File: src/rtl/del_sched_pkg.sv
// Shared types and defaults for the del_sched delay-unit scheduler.
package del_sched_pkg;

  localparam int N_REQ_DEF       = 4;
  localparam int SYNC_STAGES_DEF = 2;
  localparam int TO_CYCLES_DEF   = 255;
  localparam int ST_W            = 3;
  localparam int CNT_W           = 16;

  typedef enum logic [ST_W-1:0] {
    IDLE    = 3'd0,
    LAUNCH  = 3'd1,
    RELEASE = 3'd2,
    ACK     = 3'd3,
    ERR     = 3'd4
  } state_e;

endpackage

File: src/rtl/del_sched_rr.sv
// Round-robin picker: first set req bit at or after ptr, wrapping modulo N_REQ.
module del_sched_rr #(
  parameter int  N_REQ = 4,
  localparam int IDX_W = $clog2(N_REQ)
) (
  input  logic [N_REQ-1:0] req,
  input  logic [IDX_W-1:0] ptr,
  output logic             valid,
  output logic [IDX_W-1:0] index
);

  logic [IDX_W-1:0] cand;

  // Scan from the farthest candidate back to ptr so the closest one wins.
  always_comb begin
    valid = 1'b0;
    index = '0;
    cand  = '0;
    for (int i = N_REQ - 1; i >= 0; i--) begin
      cand = IDX_W'((int'(ptr) + i) % N_REQ);
      if (req[cand]) begin
        valid = 1'b1;
        index = cand;
      end
    end
  end

endmodule

File: src/rtl/del_sched.sv
// Round-robin scheduler sharing one asynchronous delay unit among N_REQ requesters.
// Optional LAUNCH/RELEASE timeout with ERR state is enabled by DEL_SCHED_TIMEOUT_EN.
module del_sched
  import del_sched_pkg::*;
#(
  parameter int  N_REQ       = N_REQ_DEF,
  parameter int  SYNC_STAGES = SYNC_STAGES_DEF,
  parameter int  TO_CYCLES   = TO_CYCLES_DEF,
  localparam int IDX_W       = $clog2(N_REQ)
) (
  input  logic             clk,
  input  logic             rst_n,
  input  logic [N_REQ-1:0] req,
  output logic [N_REQ-1:0] ack,
  output logic             del_req,
  input  logic             del_done,
  output logic [IDX_W-1:0] grant_id,
  output logic             busy,
  output logic             to_err
);

  state_e                 state_q, state_d;
  logic [IDX_W-1:0]       gnt_q, gnt_d;
  logic [IDX_W-1:0]       ptr_q, ptr_d;
  logic [SYNC_STAGES-1:0] sync_q, sync_d;
  logic                   armed_q, armed_d;
  logic                   done_s;
  logic                   rr_valid;
  logic [IDX_W-1:0]       rr_index;
  logic                   to_hit;

  function automatic logic [IDX_W-1:0] ptr_after(input logic [IDX_W-1:0] g);
    return (g == IDX_W'(N_REQ - 1)) ? '0 : g + 1'b1;
  endfunction

  del_sched_rr #(.N_REQ(N_REQ)) u_rr (
    .req   (req),
    .ptr   (ptr_q),
    .valid (rr_valid),
    .index (rr_index)
  );

  assign done_s = sync_q[SYNC_STAGES-1];

`ifdef DEL_SCHED_TIMEOUT_EN
  logic [CNT_W-1:0] cnt_q, cnt_d;

  // Held at zero in IDLE so it starts from zero on entering LAUNCH.
  always_comb begin
    cnt_d = cnt_q;
    if (state_q == IDLE)
      cnt_d = '0;
    else if (state_q == LAUNCH || state_q == RELEASE)
      cnt_d = cnt_q + 1'b1;
  end

  always_ff @(posedge clk or negedge rst_n) begin
    if (!rst_n) cnt_q <= '0;
    else        cnt_q <= cnt_d;
  end

  assign to_hit = (cnt_q == CNT_W'(TO_CYCLES - 1));
  assign to_err = (state_q == ERR);
`else
  logic unused_to_cfg;
  assign unused_to_cfg = (TO_CYCLES != 0);
  assign to_hit        = 1'b0;
  assign to_err        = 1'b0;
`endif

  // armed_q blocks a grant on the first edge after reset release.
  always_comb begin
    sync_d  = {sync_q[SYNC_STAGES-2:0], del_done};
    armed_d = 1'b1;
  end

  always_ff @(posedge clk or negedge rst_n) begin
    if (!rst_n) begin
      state_q <= IDLE;
      gnt_q   <= '0;
      ptr_q   <= '0;
      sync_q  <= '0;
      armed_q <= 1'b0;
    end else begin
      state_q <= state_d;
      gnt_q   <= gnt_d;
      ptr_q   <= ptr_d;
      sync_q  <= sync_d;
      armed_q <= armed_d;
    end
  end

  always_comb begin
    state_d = state_q;
    gnt_d   = gnt_q;
    ptr_d   = ptr_q;
    case (state_q)
      IDLE: begin
        if (armed_q && rr_valid) begin
          state_d = LAUNCH;
          gnt_d   = rr_index;
        end
      end
      LAUNCH: begin
        if (to_hit)      state_d = ERR;
        else if (done_s) state_d = RELEASE;
      end
      RELEASE: begin
        if (to_hit)       state_d = ERR;
        else if (!done_s) state_d = ACK;
      end
      ACK, ERR: begin
        // An owner that already dropped req leaves here on the first cycle.
        if (!req[gnt_q]) begin
          state_d = IDLE;
          ptr_d   = ptr_after(gnt_q);
        end
      end
      default: state_d = IDLE;
    endcase
  end

  always_comb begin
    ack      = '0;
    del_req  = 1'b0;
    busy     = (state_q != IDLE);
    grant_id = gnt_q;
    case (state_q)
      LAUNCH:   del_req = 1'b1;
      ACK, ERR: ack[gnt_q] = 1'b1;
      default:  ;
    endcase
  end

endmodule

File: config.mk
export PLATFORM = sky130hd
export DESIGN_NAME = del_sched
export DESIGN_NICKNAME = d
export VERILOG_FILES = /design/src/rtl/del_sched_pkg.sv /design/src/rtl/del_sched_rr.sv /design/src/rtl/del_sched.sv
export SDC_FILE = /design/constraint.sdc
export NUM_CORES = 1
export LEC_CHECK = 0
export BUFFER_PORTS_ARGS = -buffer_cell sky130_fd_sc_hd__buf_2
export CAP_MARGIN = 20
export CORE_ASPECT_RATIO = 0.75
export CORE_MARGIN = 1
export CORE_UTILIZATION = 35
export CTS_BUF_LIST = sky130_fd_sc_hd__clkbuf_4 sky130_fd_sc_hd__clkbuf_8 sky130_fd_sc_hd__clkbuf_16
export CTS_CLUSTER_DIAMETER = 200
export DETAILED_ROUTE_END_ITERATION = 10
export GPL_TIMING_DRIVEN = 1
export SYNTH_ARGS = -nofsm -noshare
export SYNTH_HDL_FRONTEND = slang
export SYNTH_HIERARCHICAL = 1
export SYNTH_SLANG_ARGS = --single-unit
File: constraint.sdc
create_clock -name clk -period 4 [get_ports clk]
set_clock_uncertainty 0.05 [all_clocks]
set_input_delay 0.8 -clock clk [delete_from_list [all_inputs] [get_ports clk]]
set_output_delay 0.8 -clock clk [all_outputs]
set_load 0.005 [all_outputs]
# Word-level counts from Yosys, hierarchy flattened
# Cells that the tools add are included.
dict set report totals {
  mem_bits_ro 0
  latch_bits 0
  register_bits 10
  mem_bits_rw 0
  memories 0
  inputBits 7
}
dict set report classes {
  magnitude_cmp 6
  eq_ne 9
  bitwise_logic 1
  shifts 0
  n_addsub 4
  n_mul 0
  reduce_logical 8
  div_mod_pow 0
  muxes 28
}
# operator n
set op_table {}
lappend op_table {{less-than comparator 2 x 3 -> 1 bit, second input constant} 5}
lappend op_table {{two-way mux 3 bit} 4}
lappend op_table {{case mux 3 bit (4 select lines)} 1}
lappend op_table {{two-way mux 1 bit} 11}
lappend op_table {{binary-select mux 1 bit (select 2 bit)} 5}
lappend op_table {{two-way mux 2 bit} 5}
lappend op_table {{!= test 2 bit, second input constant} 4}
lappend op_table {{equality test 3 x 2 -> 1 bit, second input constant} 2}
lappend op_table {{adder 2 x 1 -> 2 bit, second input constant} 2}
lappend op_table {{adder 2 bit, second input constant} 2}
lappend op_table {{two-way mux 4 bit} 1}
lappend op_table {{AND reduction 2 bit} 2}
lappend op_table {{AND reduction 4 bit} 1}
lappend op_table {{equality test 3 x 1 -> 1 bit, second input constant} 1}
lappend op_table {{equality test 3 bit, second input constant} 1}
lappend op_table {{logical NOT 3 bit} 1}
lappend op_table {{nonzero test 3 bit} 1}
lappend op_table {{demux 1 bit (select 2 bit)} 1}
lappend op_table {{equality test 2 bit, second input constant} 1}
lappend op_table {{>= comparator 2 x 1 -> 1 bit, second input constant} 1}
lappend op_table {{logical AND 1 bit} 2}
lappend op_table {{OR reduction 2 bit} 1}
lappend op_table {{NOT 1 bit} 1}

# Longest topological paths before layout
dict set report logic_depth {
  word_depth 10
  mapped_depth 5
  ltp_nobuf 5
}

# Cells and area by module
# Netlist, hierarchy kept.
# module seq_area_each_um2 area_each_um2 n_inst cells_per_inst
set by_module_without_submodules {}
lappend by_module_without_submodules {del_sched 225.2 539.3 1 44}
lappend by_module_without_submodules {del_sched_rr 0.0 77.6 1 13}

# Worst setup path before layout
# Ideal clock, no wire load.
dict set report synth_path {
  kind {input to register}
  start {input req[3]}
  end {register state_q[1]}
  path_buffers 0
  t_arrival_ns 1.877
  cell_stages 3
  slack_ns 1.945
  t_required_ns 3.822
  cell_sequence {mux4_2 -> a211oi_2 -> mux2_1}
}
dict set report synth_between {
  elab_chain_cells 9
  elab_cells_between_ends 18
  cone_classes {eq/ne: 2; mux: 14; reduce/logical: 2}
}
# item line_no
set synth_rtl {}
lappend synth_rtl {{from (decl)} del_sched.sv:13} ;# input logic [N_REQ-1:0] req,
lappend synth_rtl {{binary-select mux 1 bit (select 2 bit)} del_sched_rr.sv:21} ;# if (req[cand]) begin
lappend synth_rtl {{two-way mux 1 bit (not written as such)} del_sched_rr.sv:21}
lappend synth_rtl {{two-way mux 1 bit (4 in series)} del_sched_rr.sv:21}
lappend synth_rtl {{logical AND 1 bit} del_sched.sv:99} ;# if (armed_q && rr_valid) begin
lappend synth_rtl {{!= test 2 bit (no source line)} n/a}
lappend synth_rtl {{AND reduction 4 bit (no source line) *} n/a}
lappend synth_rtl {{to (signal assigned)} del_sched.sv:85} ;# state_q <= state_d;
lappend synth_rtl {{to (decl)} del_sched.sv:22} ;# state_e state_q, state_d;
# Every way passes the cells marked *; elsewhere a longest branch is shown, timed or not. The select of a mux whose other input is x is not followed.
# A chain may end at the register's enable or synchronous reset.

# Final worst setup path
dict set report layout_path {
  start {register gnt_q[0], in the netlist grant_id[0]}
  end {output ack[2]}
}
dict set report layout_between {
  elab_chain_cells 5
  elab_cells_between_ends 6
  cone_classes {order compare: 2; mux: 3; reduce/logical: 1}
}
# item line_no
set layout_rtl {}
lappend layout_rtl {{from (decl)} del_sched.sv:23} ;# logic [IDX_W-1:0] gnt_q, gnt_d;
lappend layout_rtl {{from (signal assigned)} del_sched.sv:86} ;# gnt_q <= gnt_d;
lappend layout_rtl {{less-than comparator 2 x 3 -> 1 bit (not written as such) / >= comparator 2 x 1 -> 1 bit (equally long branches)} del_sched.sv:130} ;# ACK, ERR: ack[gnt_q] = 1'b1;
lappend layout_rtl {{logical AND 1 bit (not written as such)} del_sched.sv:130}
lappend layout_rtl {{two-way mux 1 bit (not written as such)} del_sched.sv:130}
lappend layout_rtl {{demux 1 bit (select 2 bit) *} del_sched.sv:130}
lappend layout_rtl {{two-way mux 4 bit *} del_sched.sv:128} ;# case (state_q)
lappend layout_rtl {{to (decl)} del_sched.sv:14} ;# output logic [N_REQ-1:0] ack,
# Every way passes the cells marked *; elsewhere a longest branch is shown, timed or not.

==> results_dict.tcl <==
set metrics [dict create \
    synth-simple-area-share 0.134 \
    post_route_standard_cell_area_excluding_fillers_um2 736 \
    fmax_mhz 468 \
    clock_tree.buffer_depth 2 \
    final_hold_viol_count 0 \
    post_synth_instance_area_um2 617 \
    rsz0062_at_grt "false" \
    area_taken_by_multi_input_logic_gates_um2 365 \
    post_cts_gate_resize_count 0 \
    largest_driver_fanout_on_the_critical_path 7 \
    synth_area_per_cell_um2 10.8 \
    synthDominantCellAreaShare 0.365 \
    largest_net_degree_at_the_start_of_global_routing 10 \
    yosys_warnings 6 \
    final_max_slew_viol_count 0 \
    post-route-drc-count 0 \
    timing.max_cap.violations 0 \
    worst_ir_drop_vdd_uv 306 \
    cellLeakagePower_nw 0.375 \
    post_synth_xor_area_fraction 0 \
    core_region_area_um2 1560 \
    tritoncts.num_buffers 3 \
    path_clk_slew_ns 0.06 \
    postSynthCellCount 57 \
    avgViaCountPerCell 4.73 \
    place.gp.congestion 0.739 \
    cts-hold-fix-buffers 0 \
    postSynthRegisterBits 9 \
    cts.repair_timing.setup_buffer_count 0 \
    nNetsFinal 91 \
    critPathArrivalTime_ns 1.29 \
    compound_gate_portion_of_the_synthesized_area 0.0852 \
    hp-class "reg -> reg" \
    synth-async-reset-ratio 1.00 \
    p_per_area_nw_per_um2 657 \
    cp_cell_sequence "inv_1 > ha_1 > and2_1 > buf_2" \
    die_h_um 38.4 \
    dieArea_um2 1940 \
    worstSetupPathType "reg -> out" \
    fill_cells 155 \
    most_common_flop_cell_mapped_by_yosys "sky130_fd_sc_hd__dfrtp_1" \
    clock_tree.root_cell "sky130_fd_sc_hd__clkbuf_4" \
    final_min_period_over_clock_period 0.535 \
    endpoint_kind "output pin" \
    number_of_flops_mapped_to_enable_cells_by_yosys 0 \
    antenna_found_initial 0 \
    required_ns 3.15 \
    yosys.area.top_type "sky130_fd_sc_hd__dfrtp_1" \
    clock_tree.htree_level_count 1 \
    placement_rows 12 \
    clkLatencyLatePin_ns 0.26 \
    drt-initial-drc-count 12 \
    number_of_global_route_vias_before_repair 422 \
    first_pass_grt_wire_length_um 1820 \
    yosys.cell_types.count 20 \
    globalRouteTotalUtil 0.140 \
    outcome "finished, final reports clean" \
    overflow 0 \
    detail_route.wirelength_um 1060 \
    synth.net_count 73 \
    placement.io_buffers 14 \
    detailed_place.area_um2 706 \
    ios 16 \
    numClockSinks 9 \
    tritoncts "built" \
    vias 449 \
    critical_path.n_buffers_inverters 2 \
    synth_top_cells_by_area "sky130_fd_sc_hd__dfrtp_1 37%, sky130_fd_sc_hd__ha_1 18%, sky130_fd_sc_hd__mux2_1 9.1%" \
    synthMuxAreaShare 0.178 \
    start_util 0.395 \
    dp_hpwl_um 815 \
    finalCriticalPeriod_ns 2.14 \
    fin_tns_setup_ns 0 \
    layout-area-overhead-vs-synth_pct 19.3 \
    wl_per_cell_um 11.1 \
    post_route_cells_drive_above_1_share 0.297 \
    critical-path-slowest-cell "sky130_fd_sc_hd__dfrtp_1" \
    synth_top_family_by_area "adder cells" \
    yosys.area_share.adder 0.183 \
    layout.area.seq_um2 225 \
    n_antenna_cell 0 \
    timing.critical_path.slowest_cell_delay_ns 0.47 \
    detailedRoute.firstPassIterationCount 5 \
    critPathLaunchType "flop" \
    die_w_um 50.5 \
    ant_nets 0 \
    final-setup-viol-count 0 \
    crit_family "flip-flops" \
    synth-seq-area-share 0.365 \
]
-- cells in the final DEF, fill, tap and decap left out, drive strengths merged --
master	n
dfrtp	9
a21oi	1
clkbuf	4
nor2	5
inv	5
mux4	1
mux2i	2
ha	9
nand2b	3
buf	14
nand3	1
a21boi	1
conb	2
nand2	2
mux2	6
nor3b	1
o21bai	1
a211oi	3
and2	4
-- cells by family (layout without fill, tap and decap cells) --
logic type,count (synthesis),count (layout)
muxes,9,9
and+or+nand+nor,16,16
buffers and inverters,6,23
other,2,2
adders and majority gates,9,9
DFF,9,9
AOI/OAI and AO/OA,6,6
-- worst register-to-register path: stages (launching register included) --
cell and delay, ns:
sky130_fd_sc_hd__dfrtp_1 0.47, sky130_fd_sc_hd__mux4_2 0.56, sky130_fd_sc_hd__a211oi_2 0.30, sky130_fd_sc_hd__mux2_1 0.36
-- state kept, by name (all words and copies together), names as in the netlist --
name / count
armed_q: 1
ptr_q: 2
state_q: 2
sync_q: 2
grant_id: 2
-- metal layers --
layer	GRT usage	wire, µm	part of all wire	vias up
met5	0	0	0	-
met4	0.0833	0	0	0
met3	0.0714	64	0.060	0
met2	0.217	483	0.46	19
met1	0.157	509	0.48	207
li1	-	-	-	223
-- power breakdown --
| part | internal, mW | switching (mW) |
|---|---|---|
| clock network | 0.0452 | 0.0319 |
| logic | 0.124 | 0.105 |
| registers | 0.125 | 0.0518 |
| total | 0.294 | 0.189 |
-- cell type report --
| type | count | share of cell area |
|---|---|---|
| Sequential cell | 9 | 0.306 |
| Multi-Input combinational cell | 42 | 0.497 |
| Timing Repair Buffer | 14 | 0.0952 |
| Clock buffer | 4 | 0.0408 |
| Tap cell | 21 | 0.0357 |
| Inverter | 5 | 0.0255 |
-- through the flow --
| step | total power, mW | hold slack (ns) | setup slack [ns] | instances | utilization |
|---|---|---|---|---|---|
| floorplan | 0.333 | 0.281 | 1.95 | 57 | - |
| detailed placement | 0.409 | 0.285 | 1.75 | 91 | 0.452 |
| CTS | 0.491 | 0.298 | 1.82 | 95 | 0.471 |
| global route | 0.531 | 0.308 | 1.75 | 95 | 0.471 |
| global placement | 0.402 | 0.285 | 1.79 | 91 | 0.452 |
| finish | 0.483 | 0.297 | 1.86 | 95 | 0.471 |
-- worst paths after layout --
| kind | from | cells past startpoint | to | slack [ns] |
|---|---|---|---|---|
| setup / recovery | grant_id[0] | 4 | ack[2] | 1.86 |
| hold / removal | sync_q[0] | 0 | sync_q[1] | 0.30 |
| setup reg to reg | grant_id[0] | 3 | state_q[1] | 2.15 |
| hold reg to reg | sync_q[0] | 0 | sync_q[1] | 0.30 |
| max in group asynchronous | rst_n | 1 | grant_id[0] | 3.39 |
| min in group asynchronous | rst_n | 1 | state_q[0] | 0.32 |
-- synth_stat cells, drive strengths merged, types with 2 or more instances --
cell type / number
mux2i: 2
dfrtp: 9
nor2: 5
nand2b: 3
mux2: 6
nand2: 2
conb: 2
ha: 9
inv: 5
a211oi: 3
and2: 4
Power figures use the tool's default switching activity.
